===== src/rtl/video_pkg.sv =====
// Shared timing constants for the video timing generator (640x480 defaults).
// Also holds the colour-bar geometry used when VIDEO_TEST_PATTERN_EN is defined.
package video_pkg;

  localparam int DEF_H_ACTIVE = 640;
  localparam int DEF_H_FP     = 16;
  localparam int DEF_H_SYNC   = 96;
  localparam int DEF_H_BP     = 48;

  localparam int DEF_V_ACTIVE = 480;
  localparam int DEF_V_FP     = 10;
  localparam int DEF_V_SYNC   = 2;
  localparam int DEF_V_BP     = 33;

  localparam bit POL_LOW  = 1'b0;
  localparam bit POL_HIGH = 1'b1;

  localparam int DEF_COLOR_W = 3;
  localparam int DEF_CNT_W   = 12;

  localparam int BAR_COUNT = 8;
  localparam int BAR_IDX_W = 3;

  typedef logic [BAR_IDX_W-1:0] bar_idx_t;

  // Narrow active areas still get one-pixel bars.
  function automatic int bar_width(input int h_active);
    return (h_active >= BAR_COUNT) ? h_active / BAR_COUNT : 1;
  endfunction

endpackage


===== src/rtl/video_bar_pattern.sv =====
// Eight vertical colour bars; bar index tracked by a per-line counter.
// Instantiated only when VIDEO_TEST_PATTERN_EN is defined.
module video_bar_pattern
  import video_pkg::*;
#(
  parameter int H_ACTIVE = DEF_H_ACTIVE,
  parameter int V_ACTIVE = DEF_V_ACTIVE,
  parameter int H_TOTAL  = 800,
  parameter int COLOR_W  = DEF_COLOR_W,
  parameter int CNT_W    = DEF_CNT_W
) (
  input  logic               clk,
  input  logic               rst_n,
  input  logic               ce,
  input  logic [CNT_W-1:0]   h,
  input  logic [CNT_W-1:0]   v,
  output logic [COLOR_W-1:0] red,
  output logic [COLOR_W-1:0] green,
  output logic [COLOR_W-1:0] blue
);

  localparam int BAR_W = bar_width(H_ACTIVE);

  localparam logic [CNT_W-1:0] H_LAST   = CNT_W'(H_TOTAL - 1);
  localparam logic [CNT_W-1:0] H_ACT    = CNT_W'(H_ACTIVE);
  localparam logic [CNT_W-1:0] V_ACT    = CNT_W'(V_ACTIVE);
  localparam logic [CNT_W-1:0] CNT_LAST = CNT_W'(BAR_W - 1);
  localparam bar_idx_t IDX_LAST = bar_idx_t'(BAR_COUNT - 1);

  logic [CNT_W-1:0] cnt;
  bar_idx_t         idx;
  logic             active;

  assign active = (h < H_ACT) && (v < V_ACT);

  // cnt/idx always describe the current h; both return to 0 with h.
  always_ff @(posedge clk or negedge rst_n) begin
    if (!rst_n) begin
      cnt   <= '0;
      idx   <= '0;
      red   <= '0;
      green <= '0;
      blue  <= '0;
    end else if (ce) begin
      if (h == H_LAST) begin
        cnt <= '0;
        idx <= '0;
      end else if (cnt == CNT_LAST && idx != IDX_LAST) begin
        cnt <= '0;
        idx <= idx + 1'b1;
      end else if (idx != IDX_LAST) begin
        cnt <= cnt + 1'b1;
      end
      red   <= active ? {COLOR_W{idx[2]}} : '0;
      green <= active ? {COLOR_W{idx[1]}} : '0;
      blue  <= active ? {COLOR_W{idx[0]}} : '0;
    end
  end

endmodule


===== src/rtl/video_timing_gen.sv =====
// Raster timing generator: h/v counters, registered syncs, blank and pulses.
// Define VIDEO_TEST_PATTERN_EN to drive colour bars; otherwise colours are 0.
module video_timing_gen
  import video_pkg::*;
#(
  parameter int H_ACTIVE = DEF_H_ACTIVE,
  parameter int H_FP     = DEF_H_FP,
  parameter int H_SYNC   = DEF_H_SYNC,
  parameter int H_BP     = DEF_H_BP,
  parameter int V_ACTIVE = DEF_V_ACTIVE,
  parameter int V_FP     = DEF_V_FP,
  parameter int V_SYNC   = DEF_V_SYNC,
  parameter int V_BP     = DEF_V_BP,
  parameter bit H_POL    = POL_LOW,
  parameter bit V_POL    = POL_LOW,
  parameter int COLOR_W  = DEF_COLOR_W,
  parameter int CNT_W    = DEF_CNT_W
) (
  input  logic               clk,
  input  logic               rst_n,
  input  logic               ce,
  output logic               hsync,
  output logic               vsync,
  output logic               blank,
  output logic [CNT_W-1:0]   x,
  output logic [CNT_W-1:0]   y,
  output logic               line_start,
  output logic               frame_start,
  output logic [COLOR_W-1:0] red,
  output logic [COLOR_W-1:0] green,
  output logic [COLOR_W-1:0] blue
);

  localparam int H_TOTAL = H_ACTIVE + H_FP + H_SYNC + H_BP;
  localparam int V_TOTAL = V_ACTIVE + V_FP + V_SYNC + V_BP;

  if (longint'(H_TOTAL) >= (longint'(1) << CNT_W) ||
      longint'(V_TOTAL) >= (longint'(1) << CNT_W)) begin : g_cnt_w_check
    $error("H_TOTAL/V_TOTAL do not fit in CNT_W bits");
  end

  localparam logic [CNT_W-1:0] H_LAST = CNT_W'(H_TOTAL - 1);
  localparam logic [CNT_W-1:0] V_LAST = CNT_W'(V_TOTAL - 1);
  localparam logic [CNT_W-1:0] H_ACT  = CNT_W'(H_ACTIVE);
  localparam logic [CNT_W-1:0] V_ACT  = CNT_W'(V_ACTIVE);
  localparam logic [CNT_W-1:0] HS_B   = CNT_W'(H_ACTIVE + H_FP);
  localparam logic [CNT_W-1:0] HS_E   = CNT_W'(H_ACTIVE + H_FP + H_SYNC);
  localparam logic [CNT_W-1:0] VS_B   = CNT_W'(V_ACTIVE + V_FP);
  localparam logic [CNT_W-1:0] VS_E   = CNT_W'(V_ACTIVE + V_FP + V_SYNC);

  localparam bit H_IDLE = (H_POL != POL_HIGH);
  localparam bit V_IDLE = (V_POL != POL_HIGH);

  logic [CNT_W-1:0] h, v;
  logic h_wrap, v_wrap, active, hs_act, vs_act;

  assign h_wrap = (h == H_LAST);
  assign v_wrap = (v == V_LAST);
  assign active = (h < H_ACT) && (v < V_ACT);
  assign hs_act = (h >= HS_B) && (h < HS_E);
  assign vs_act = (v >= VS_B) && (v < VS_E);

  always_ff @(posedge clk or negedge rst_n) begin
    if (!rst_n) begin
      h <= '0;
      v <= '0;
    end else if (ce) begin
      h <= h_wrap ? '0 : h + 1'b1;
      if (h_wrap) begin
        v <= v_wrap ? '0 : v + 1'b1;
      end
    end
  end

  // Outputs reflect the pre-increment counters; pulses self-clear each clk.
  always_ff @(posedge clk or negedge rst_n) begin
    if (!rst_n) begin
      x           <= '0;
      y           <= '0;
      blank       <= 1'b1;
      hsync       <= H_IDLE;
      vsync       <= V_IDLE;
      line_start  <= 1'b0;
      frame_start <= 1'b0;
    end else begin
      line_start  <= ce && (h == '0);
      frame_start <= ce && (h == '0) && (v == '0);
      if (ce) begin
        x     <= h;
        y     <= v;
        blank <= !active;
        hsync <= hs_act ? !H_IDLE : H_IDLE;
        vsync <= vs_act ? !V_IDLE : V_IDLE;
      end
    end
  end

`ifdef VIDEO_TEST_PATTERN_EN
  video_bar_pattern #(
    .H_ACTIVE(H_ACTIVE),
    .V_ACTIVE(V_ACTIVE),
    .H_TOTAL (H_TOTAL),
    .COLOR_W (COLOR_W),
    .CNT_W   (CNT_W)
  ) u_bars (
    .clk  (clk),
    .rst_n(rst_n),
    .ce   (ce),
    .h    (h),
    .v    (v),
    .red  (red),
    .green(green),
    .blue (blue)
  );
`else
  assign red   = '0;
  assign green = '0;
  assign blue  = '0;
`endif

endmodule

===== config.mk =====
export PLATFORM = sky130hd
export DESIGN_NAME = video_timing_gen
export DESIGN_NICKNAME = d
export VERILOG_FILES = /design/src/rtl/video_pkg.sv /design/src/rtl/video_bar_pattern.sv /design/src/rtl/video_timing_gen.sv
export SDC_FILE = /design/constraint.sdc
export NUM_CORES = 1
export LEC_CHECK = 0
export ABC_AREA = 1
export BUFFER_PORTS_ARGS = -buffer_cell sky130_fd_sc_hd__buf_2
export CAP_MARGIN = 10
export CORE_MARGIN = 2
export CORE_UTILIZATION = 39
export CTS_CLUSTER_DIAMETER = 60
export DETAILED_ROUTE_END_ITERATION = 10
export HOLD_SLACK_MARGIN = 0.12
export PLACE_DENSITY = 0.58
export SYNTH_ARGS = -nofsm -noshare
export SYNTH_HDL_FRONTEND = slang
export SYNTH_SLANG_ARGS = --single-unit
export TNS_END_PERCENT = 100

===== constraint.sdc =====
create_clock -name clk -period 1.5 [get_ports clk]
set_input_delay 0.15 -clock clk [delete_from_list [all_inputs] [get_ports clk]]
set_output_delay 0.15 -clock clk [all_outputs]
set_load 0.005 [all_outputs]

After elaboration in Yosys (flattened, before gate mapping)
Cells that the tools add are included.
Word-level totals
  input bits: 3
  logic and storage cells: 32
  output and inout bits: 38
  register bits after elaboration: 53
Cells by class
  order comparisons: 6
  equality and inequality tests: 2
  mux-type cells: 4
  add/subtract/negate cells: 2
  reduce and logical (&&, ||, !) cells: 9
Operators with widths (count)
  12-bit by 1-bit adder with 12-bit output (second input constant): 2
  12-bit by 10-bit equality test with 1-bit output (second input constant): 2
  12-bit zero test: 2
  12-bit by 10-bit less-than comparator with 1-bit output (second input constant): 2
  12-bit by 9-bit less-than comparator with 1-bit output (second input constant): 2
  12-bit 2-to-1 mux: 2
  12-bit by 10-bit greater-or-equal comparator with 1-bit output (second input constant): 1
  12-bit by 9-bit greater-or-equal comparator with 1-bit output (second input constant): 1
  1-bit logical AND: 5
  1-bit 2-to-1 mux: 2
  2-bit AND reduction: 1
  1-bit zero test: 1

Logic depth before layout (Yosys ltp)
Gate-level depths: netlist of run 1.
  depth in word-level cells: 3
  depth in mapped cells: 10
  mapped depth without buffers: 9

Worst setup path after synthesis of run 1
OpenSTA, ideal clock, no wires.
  path kind: register -> register
  start point: register h[0]
  end point: register v[6]
  path buffers: 1
  clock period less this slack: 1.335 ns
  required time: 1.381 ns
  stages on the path, launching flop included: 8
  slack: 0.165 ns
  setup time: 0.119 ns
  arrival: 1.216 ns
  path through: dfrtp_1 -> ha_1 -> nand2_1 -> nor2_4 -> nand4_1 -> buf_4 -> nand2_1 -> o21ai_2
Between the ends
  cells in the longest elaborated chain, start to end: 2
RTL lines
  from (decl): RTL line video_timing_gen.sv:54  | logic [CNT_W-1:0] h, v;
  from (signal assigned): RTL line video_timing_gen.sv:68  | h <= h_wrap ? '0 : h + 1'b1;
  12-bit by 10-bit equality test with 1-bit output: RTL line video_timing_gen.sv:57  | assign h_wrap = (h == H_LAST);
  2-bit AND reduction (no source line)
  to (signal assigned): RTL line video_timing_gen.sv:70  | v <= v_wrap ? '0 : v + 1'b1;
  to (decl): RTL line video_timing_gen.sv:54
Every way passes these cells.
A chain may end at the register's enable or synchronous reset.

Final worst setup path of run 1
  start point: register h[1]
  end point: register h[5]
Between the ends
  cells in the longest elaborated chain, start to end: 2
  elaborated cells on any way between the ends: 3
  classes of those cells: 1 x add/sub; 1 x eq/ne; 1 x mux
RTL lines (RTL line)
  12-bit by 1-bit adder with 12-bit output or 12-bit by 10-bit equality test with 1-bit output (tied branches): video_timing_gen.sv:68, video_timing_gen.sv:57
  12-bit 2-to-1 mux (*): video_timing_gen.sv:68
Every way passes the cells marked *; elsewhere a longest branch is shown, timed or not.

==> flow_summary.yaml, run 1 <==
synth:
  synth_seq_cells: 53
  avgSynthCellArea_um2: 8.34
  synthTopCellsByArea: "dfrtp_1 (47%), nand2_1 (12%), o21ai_0 (5.6%), inv_1 (4.8%), nand3_1 (4.5%)"
  ys_warn_count: 0
  ys_seq_area_share_pct: 49.8
  synth_top_area_share_pct: 46.9
  synth_largest_area_cell: "dfrtp_1"
  syn_area_um2: 2670
  synth_cells: 320
  synth.distinct_cells: 34
drt:
  wl_mm: 5.97
  vias: 2191
  drc: 0
  dr.pass1.iters: 4
  ant_nets: 0
  via_per_inst: 4.86
  wl_per_cell_um: 13.2
  drt_iter0_drc: 82
global_route:
  grt.met2_usage_pct: 24.1
  grt_pass1_vias: 2038
  use_met3_pct: 2.95
  gr-usage-all-layers_pct: 16.8
  met1_usage_pct: 25.6
  antenna_found_initial: 0
  grt_max_degree: 37
  grt_pass1_wl_mm: 9.98
  overflow: 0
  grt.busiest_layer: "met1"
timing:
  drv_slew: 0
  final.period_utilization_pct: 100
  hold_violations: 0
  postLayoutSetupSlackWorst_ps: -5.73
  worst_pin_slew_ps: 672
  tns_ps: -7.33
  fmax_ghz: 0.664
  finalSetupViolCount: 2
  maxSlewHeadroom_pct: 55.2
  finClkSkew_ps: 6.40
  rsz0062_at_grt: "yes"
  whs_ps: 185
  min_period_ps: 1510
place:
  place_congestion: 0.829
  io_buffer_count: 31
  placed_cells: 438
  placed_cell_area_um2: 2980
  hpwl_mm: 4.39
layout:
  drive_gt1_share_pct: 28.6
  stdcell_count: 451
  nFillCells: 649
  areaGrowthSynthToFinish_pct: 21.0
  antenna_cells: 0
  multi_input_area_um2: 1200
  seq_area_um2: 1330
  fin_nets: 378
  fin_util_pct: 48.1
  finalInstanceArea_um2: 3230
floorplanning:
  die_x_um: 86.7
  start_util_pct: 39.7
  rows: 30
  dieArea_um2: 7520
  die_h_um: 86.7
  ioPinCount: 41
  fp.coreArea_um2: 6720
critical_path:
  worst_setup_path_end_kind: "flip-flop"
  reg2reg_from: "h[1]$_DFFE_PN0P_"
  cp.required_ps: 1700
  cp-start-kind: "flip-flop"
  cp-startpoint: "h[1]$_DFFE_PN0P_"
  critPathArrivalTime_ps: 1710
  crit_slowest_cell: "dfrtp_1"
  crit_path_max_fanout: 4
  slowest_delay_ps: 390
  crit_type: "flip-flop to flip-flop"
  worstPathCellList: "ha_2, nand2_2, nor2_4, nand4_1, buf_4, o21ai_2, a21oi_2"
power:
  clkPwrFrac_pct: 26.5
  power_frac_comb_pct: 23.7
  vdd.ir_drop.worst_v: 0.000524
  seqPwrFrac_pct: 49.8
  power.internal_mw: 2.47
  p_switching_mw: 1.10
  swShare_pct: 30.8
  leakagePower_nw: 1.58
  p_per_area_nw_per_um2: 1110
min_path:
  hold_class: "primary input to flip-flop"
  hold_start: "ce"
job:
  drv_cap: 0
status:
  outcome: "finished with violations"
  violations: "negative setup slack"
cts:
  htree_levels: 2
  clock_sinks: 53
  cts_tree: "done"
  cts-buffers-inserted: 5
  clkLatencyLatePin_ps: 310
  clockBufferDepth: 2
  clk_pin_slew_ps: 90
  root_buffer: "clkbuf_8"
==> synthesized netlist by cell type (all sizes together) <==
cell type  count
ha             4
dfstp          3
clkbuf         5
nand3         26
conb           1
a21oi          2
o21a           1
a31oi          1
nor2          25
dfrtp         50
xnor2          1
or2            1
inv           38
o21ai         36
o22ai          3
nand2         85
nor3          12
buf           13
nand4          7
and3           1
xor2           5
==> metal layers <==
metal | vias to the layer above | part of all wire [%]
li1 | 1109 | -
met1 | 1023 | 52
met2 | 52 | 43
met3 | 7 | 3.1
met4 | 0 | 1.4
met5 | - | 0
==> cell type report <==
type / instances / share of cell area (%)
flip-flops and latches: 53 / 41.2
multi-input cells: 220 / 37.1
repair buffers: 53 / 11.0
inverters: 38 / 4.41
well taps: 80 / 3.10
clock buffers: 5 / 2.13
clock inverters: 2 / 1.08
==> per-stage QoR <==
stage	setup slack, ps	power [mW]
floorplan	165	2.22
global placement	64.6	2.54
detailed placement	0.0796	2.55
CTS	3.15	3.50
global route	-81.1	3.79
finish	-5.73	3.57
==> cells in the final DEF, fill, tap and decap left out, drive strengths merged, types with 2 or more instances in the layout <==
cell	instances
a21oi	2
buf	52
clkbuf	5
conb	9
dfrtp	50
dfstp	3
ha	4
inv	38
nand2	85
nand3	26
nand4	7
nor2	26
nor3	12
o21ai	36
o22ai	3
xor2	5
==> power groups by stage <==
stage	Combinational, mW	Sequential [mW]	Clock, mW
after floorplan	0.412	1.80	0
final	0.848	1.78	0.947
after detailed placement	0.744	1.80	0
after CTS	0.748	1.78	0.976
after global routing	0.959	1.81	1.03
after global placement	0.737	1.80	0
==> cell families (layout without fill, tap and decap cells) <==
logic type,Yosys count,count (layout),synth area share [%]
compound gates,43,43,9.18
simple gates,157,158,27.0
xor+xnor,6,6,1.97
other cells,1,9,0.140
flops,53,53,49.8
buf+inv,56,98,9.98
fa+ha+maj,4,4,1.87
==> worst max-delay path, delay by kind of cell (launching register included) <==
family	cells	cell delay, ps
compound gates	2	100
fa+ha+maj	1	220
buf+inv	1	240
flops	1	390
simple gates	3	450
==> flip-flops by register name, indices dropped and copies added, names as in the netlist <==
name	cells
blank	1
frame_start	1
h	12
hsync	1
line_start	1
v	12
vsync	1
x	12
y	12
==> repair_timing <==
action,in CTS,in global routing
pin swaps,1,9
resized for setup,0,33
buffers inserted,0,4
gates cloned,0,1
hold buffers,1,0
hold endpoints to repair,22,0
endpoints found under the setup margin,4,16
==> worst paths after layout <==
check,end,slack (ps),depth (start not counted)
min,y[6]$_DFFE_PN0P_,180,3
min in group asynchronous,y[9]$_DFFE_PN0P_,410,2
max in group asynchronous,v[6]$_DFFE_PN0P_,570,3
max,h[5]$_DFFE_PN0P_,-6,7
min reg2reg,x[0]$_DFFE_PN0P_,470,2
max reg2reg,h[5]$_DFFE_PN0P_,-6,7
Note: power is estimated with default switching activity, not from simulation.
==> run 2: changes to the inputs <==
--- a/config.mk
+++ b/config.mk
@@ -7,13 +7,13 @@
 export LEC_CHECK = 0
 export ABC_AREA = 1
 export BUFFER_PORTS_ARGS = -buffer_cell sky130_fd_sc_hd__buf_2
-export CAP_MARGIN = 10
 export CORE_MARGIN = 2
 export CORE_UTILIZATION = 39
 export CTS_CLUSTER_DIAMETER = 60
 export DETAILED_ROUTE_END_ITERATION = 10
 export HOLD_SLACK_MARGIN = 0.12
 export PLACE_DENSITY = 0.58
+export SETUP_SLACK_MARGIN = 0.05
 export SYNTH_ARGS = -nofsm -noshare
 export SYNTH_HDL_FRONTEND = slang
 export SYNTH_SLANG_ARGS = --single-unit
==> run 2 against run 1 <==
The flow now finishes without violations. Worst setup slack improved by 26 ps. Count of clock-buffer cells in the layout is the same. Maximum frequency grew 1.8%. Sequential power about the same. Die area stayed put. Clock skew down 2.3 ps. Hold slack improved by 1.1 ps. Combinational power rose by 4.7%. Critical path depth is the same. First-iteration DRC count up 33%. Sequential share of layout area is 0.52 points lower. Critical path type unchanged. Largest power group unchanged.
==> flow_summary.yaml, run 2 (same netlist as run 1, synthesis figures left out) <==
floorplanning:
  start_util_pct: 39.7
  ioPinCount: 41
  dieArea_um2: 7520
  fp.coreArea_um2: 6720
  rows: 30
  die_x_um: 86.7
  die_h_um: 86.7
layout:
  nFillCells: 642
  stdcell_count: 458
  fin_util_pct: 48.7
  areaGrowthSynthToFinish_pct: 22.6
  antenna_cells: 0
  fin_nets: 385
  final_common_cell: "nand2_1"
  final_cell_mix: "nand2_1 (77), dfrtp_1 (49), inv_1 (32), buf_2 (31), o21ai_0 (25)"
  drive_gt1_share_pct: 29.4
job:
  drv_cap: 0
power:
  power.internal_mw: 2.49
  leakagePower_nw: 1.61
  p_switching_mw: 1.12
  vdd.ir_drop.worst_v: 0.000513
  power_frac_comb_pct: 24.6
  seqPwrFrac_pct: 48.9
  swShare_pct: 31.0
  power_mw: 3.62
  clkPwrFrac_pct: 26.5
  p_per_area_nw_per_um2: 1110
critical_path:
  crit_type: "flip-flop to flip-flop"
  crit_path_max_fanout: 7
  cp.required_ps: 1710
  worst_setup_path_end_kind: "flip-flop"
  critPathArrivalTime_ps: 1690
  cp-start-kind: "flip-flop"
global_route:
  antenna_found_initial: 0
  overflow: 0
  grt_pass1_wl_mm: 10.3
  gr-usage-all-layers_pct: 17.3
  grt_max_degree: 37
  grt_pass1_vias: 2090
place:
  place_congestion: 0.829
  placed_cells: 438
  io_buffer_count: 31
  pre_cts_slack_ps: 0.0796
  hpwl_mm: 4.39
cts:
  root_buffer: "clkbuf_8"
  htree_levels: 2
  cts_tree: "done"
  clock_sinks: 53
  clkLatencyLatePin_ps: 310
  cts-buffers-inserted: 5
  clk_pin_slew_ps: 90
  clockBufferDepth: 2
timing:
  postLayoutSetupSlackWorst_ps: 20.4
  min_period_ps: 1480
  worst_pin_slew_ps: 666
  finalSetupViolCount: 0
  whs_ps: 186
  final.period_utilization_pct: 98.6
  drv_slew: 0
  hold_violations: 0
  fmax_ghz: 0.676
  rsz0062_at_grt: "yes"
  maxSlewHeadroom_pct: 55.6
  finClkSkew_ps: 4.11
drt:
  via_per_inst: 4.86
  drc: 0
  ant_nets: 0
  vias: 2228
  wl_per_cell_um: 13.2
  drt_iter0_drc: 109
  dr.pass1.iters: 4
  wl_mm: 6.04
status:
  outcome: "completed"
min_path:
  hold_class: "primary input to flip-flop"
## run 2: cell count changes in the layout (fill, tap and decap cells not counted), sizes merged
cell  before  now
buf       52   59
## run 2: repair_timing
item / in CTS / in global routing
pin swaps: 4 / 10
endpoints found under the hold margin: 22 / 0
gates resized for setup: 2 / 28
gates cloned: 1 / 0
setup buffers: 4 / 7
hold buffers: 1 / 0
endpoints found under the setup margin: 14 / 20
## run 2: critical path, cell delays in order, from the launching register on
cell,delay [ps]
dfrtp_1,370
ha_2,210
nand2_2,80
nor2_4,160
nand4_1,230
buf_6,230
nand2_2,60
o21ai_2,50
## run 2: area by class of cell
class	instances	area, um^2	area share, %
Sequential cell	53	1330	40.7
Multi-Input combinational cell	220	1190	36.3
Timing Repair Buffer	60	408	12.5
Inverter	38	143	4.36
Tap cell	80	100	3.06
Clock buffer	5	68.8	2.10
Clock inverter	2	35.0	1.07
## run 2: per-stage QoR
stage	instance area (um^2)	TNS, ps
finish	3270	0
global route	3270	-641
CTS	3140	0
detailed placement	2980	0
global placement	2980	0
floorplan	2700	0
## run 2: power groups by stage
stage,combinational [mW],sequential (mW),clock [mW]
final,0.888,1.77,0.959
after global placement,0.737,1.80,0
after detailed placement,0.744,1.80,0
after CTS,0.796,1.77,0.976
after global routing,0.999,1.80,1.03
after floorplan,0.412,1.80,0
## run 2: final timing paths
path                            cells past startpoint  slack (ps)                 to             start
worst max-delay path                                7          20   v[5]$_DFFE_PN0P_  h[0]$_DFFE_PN0P_
worst min-delay path                                3         190   y[6]$_DFFE_PN0P_                ce
worst max register to register                      7          20   v[5]$_DFFE_PN0P_  h[0]$_DFFE_PN0P_
worst min register to register                      2         470   x[0]$_DFFE_PN0P_  x[0]$_DFFE_PN0P_
max in group asynchronous                           3         570   v[6]$_DFFE_PN0P_             rst_n
min in group asynchronous                           2         400  h[10]$_DFFE_PN0P_             rst_n
## run 2: metal layers
| metal | track usage, % | wire length, um | vias to the layer above | share of wire, % |
|---|---|---|---|---|
| li1 | - | - | 1129 | - |
| met1 | 26.0 | 3120 | 1032 | 52 |
| met2 | 25.5 | 2610 | 60 | 43 |
| met3 | 2.86 | 234 | 7 | 3.9 |
| met4 | 5.68 | 83 | 0 | 1.4 |
| met5 | 0 | 0 | - | 0 |
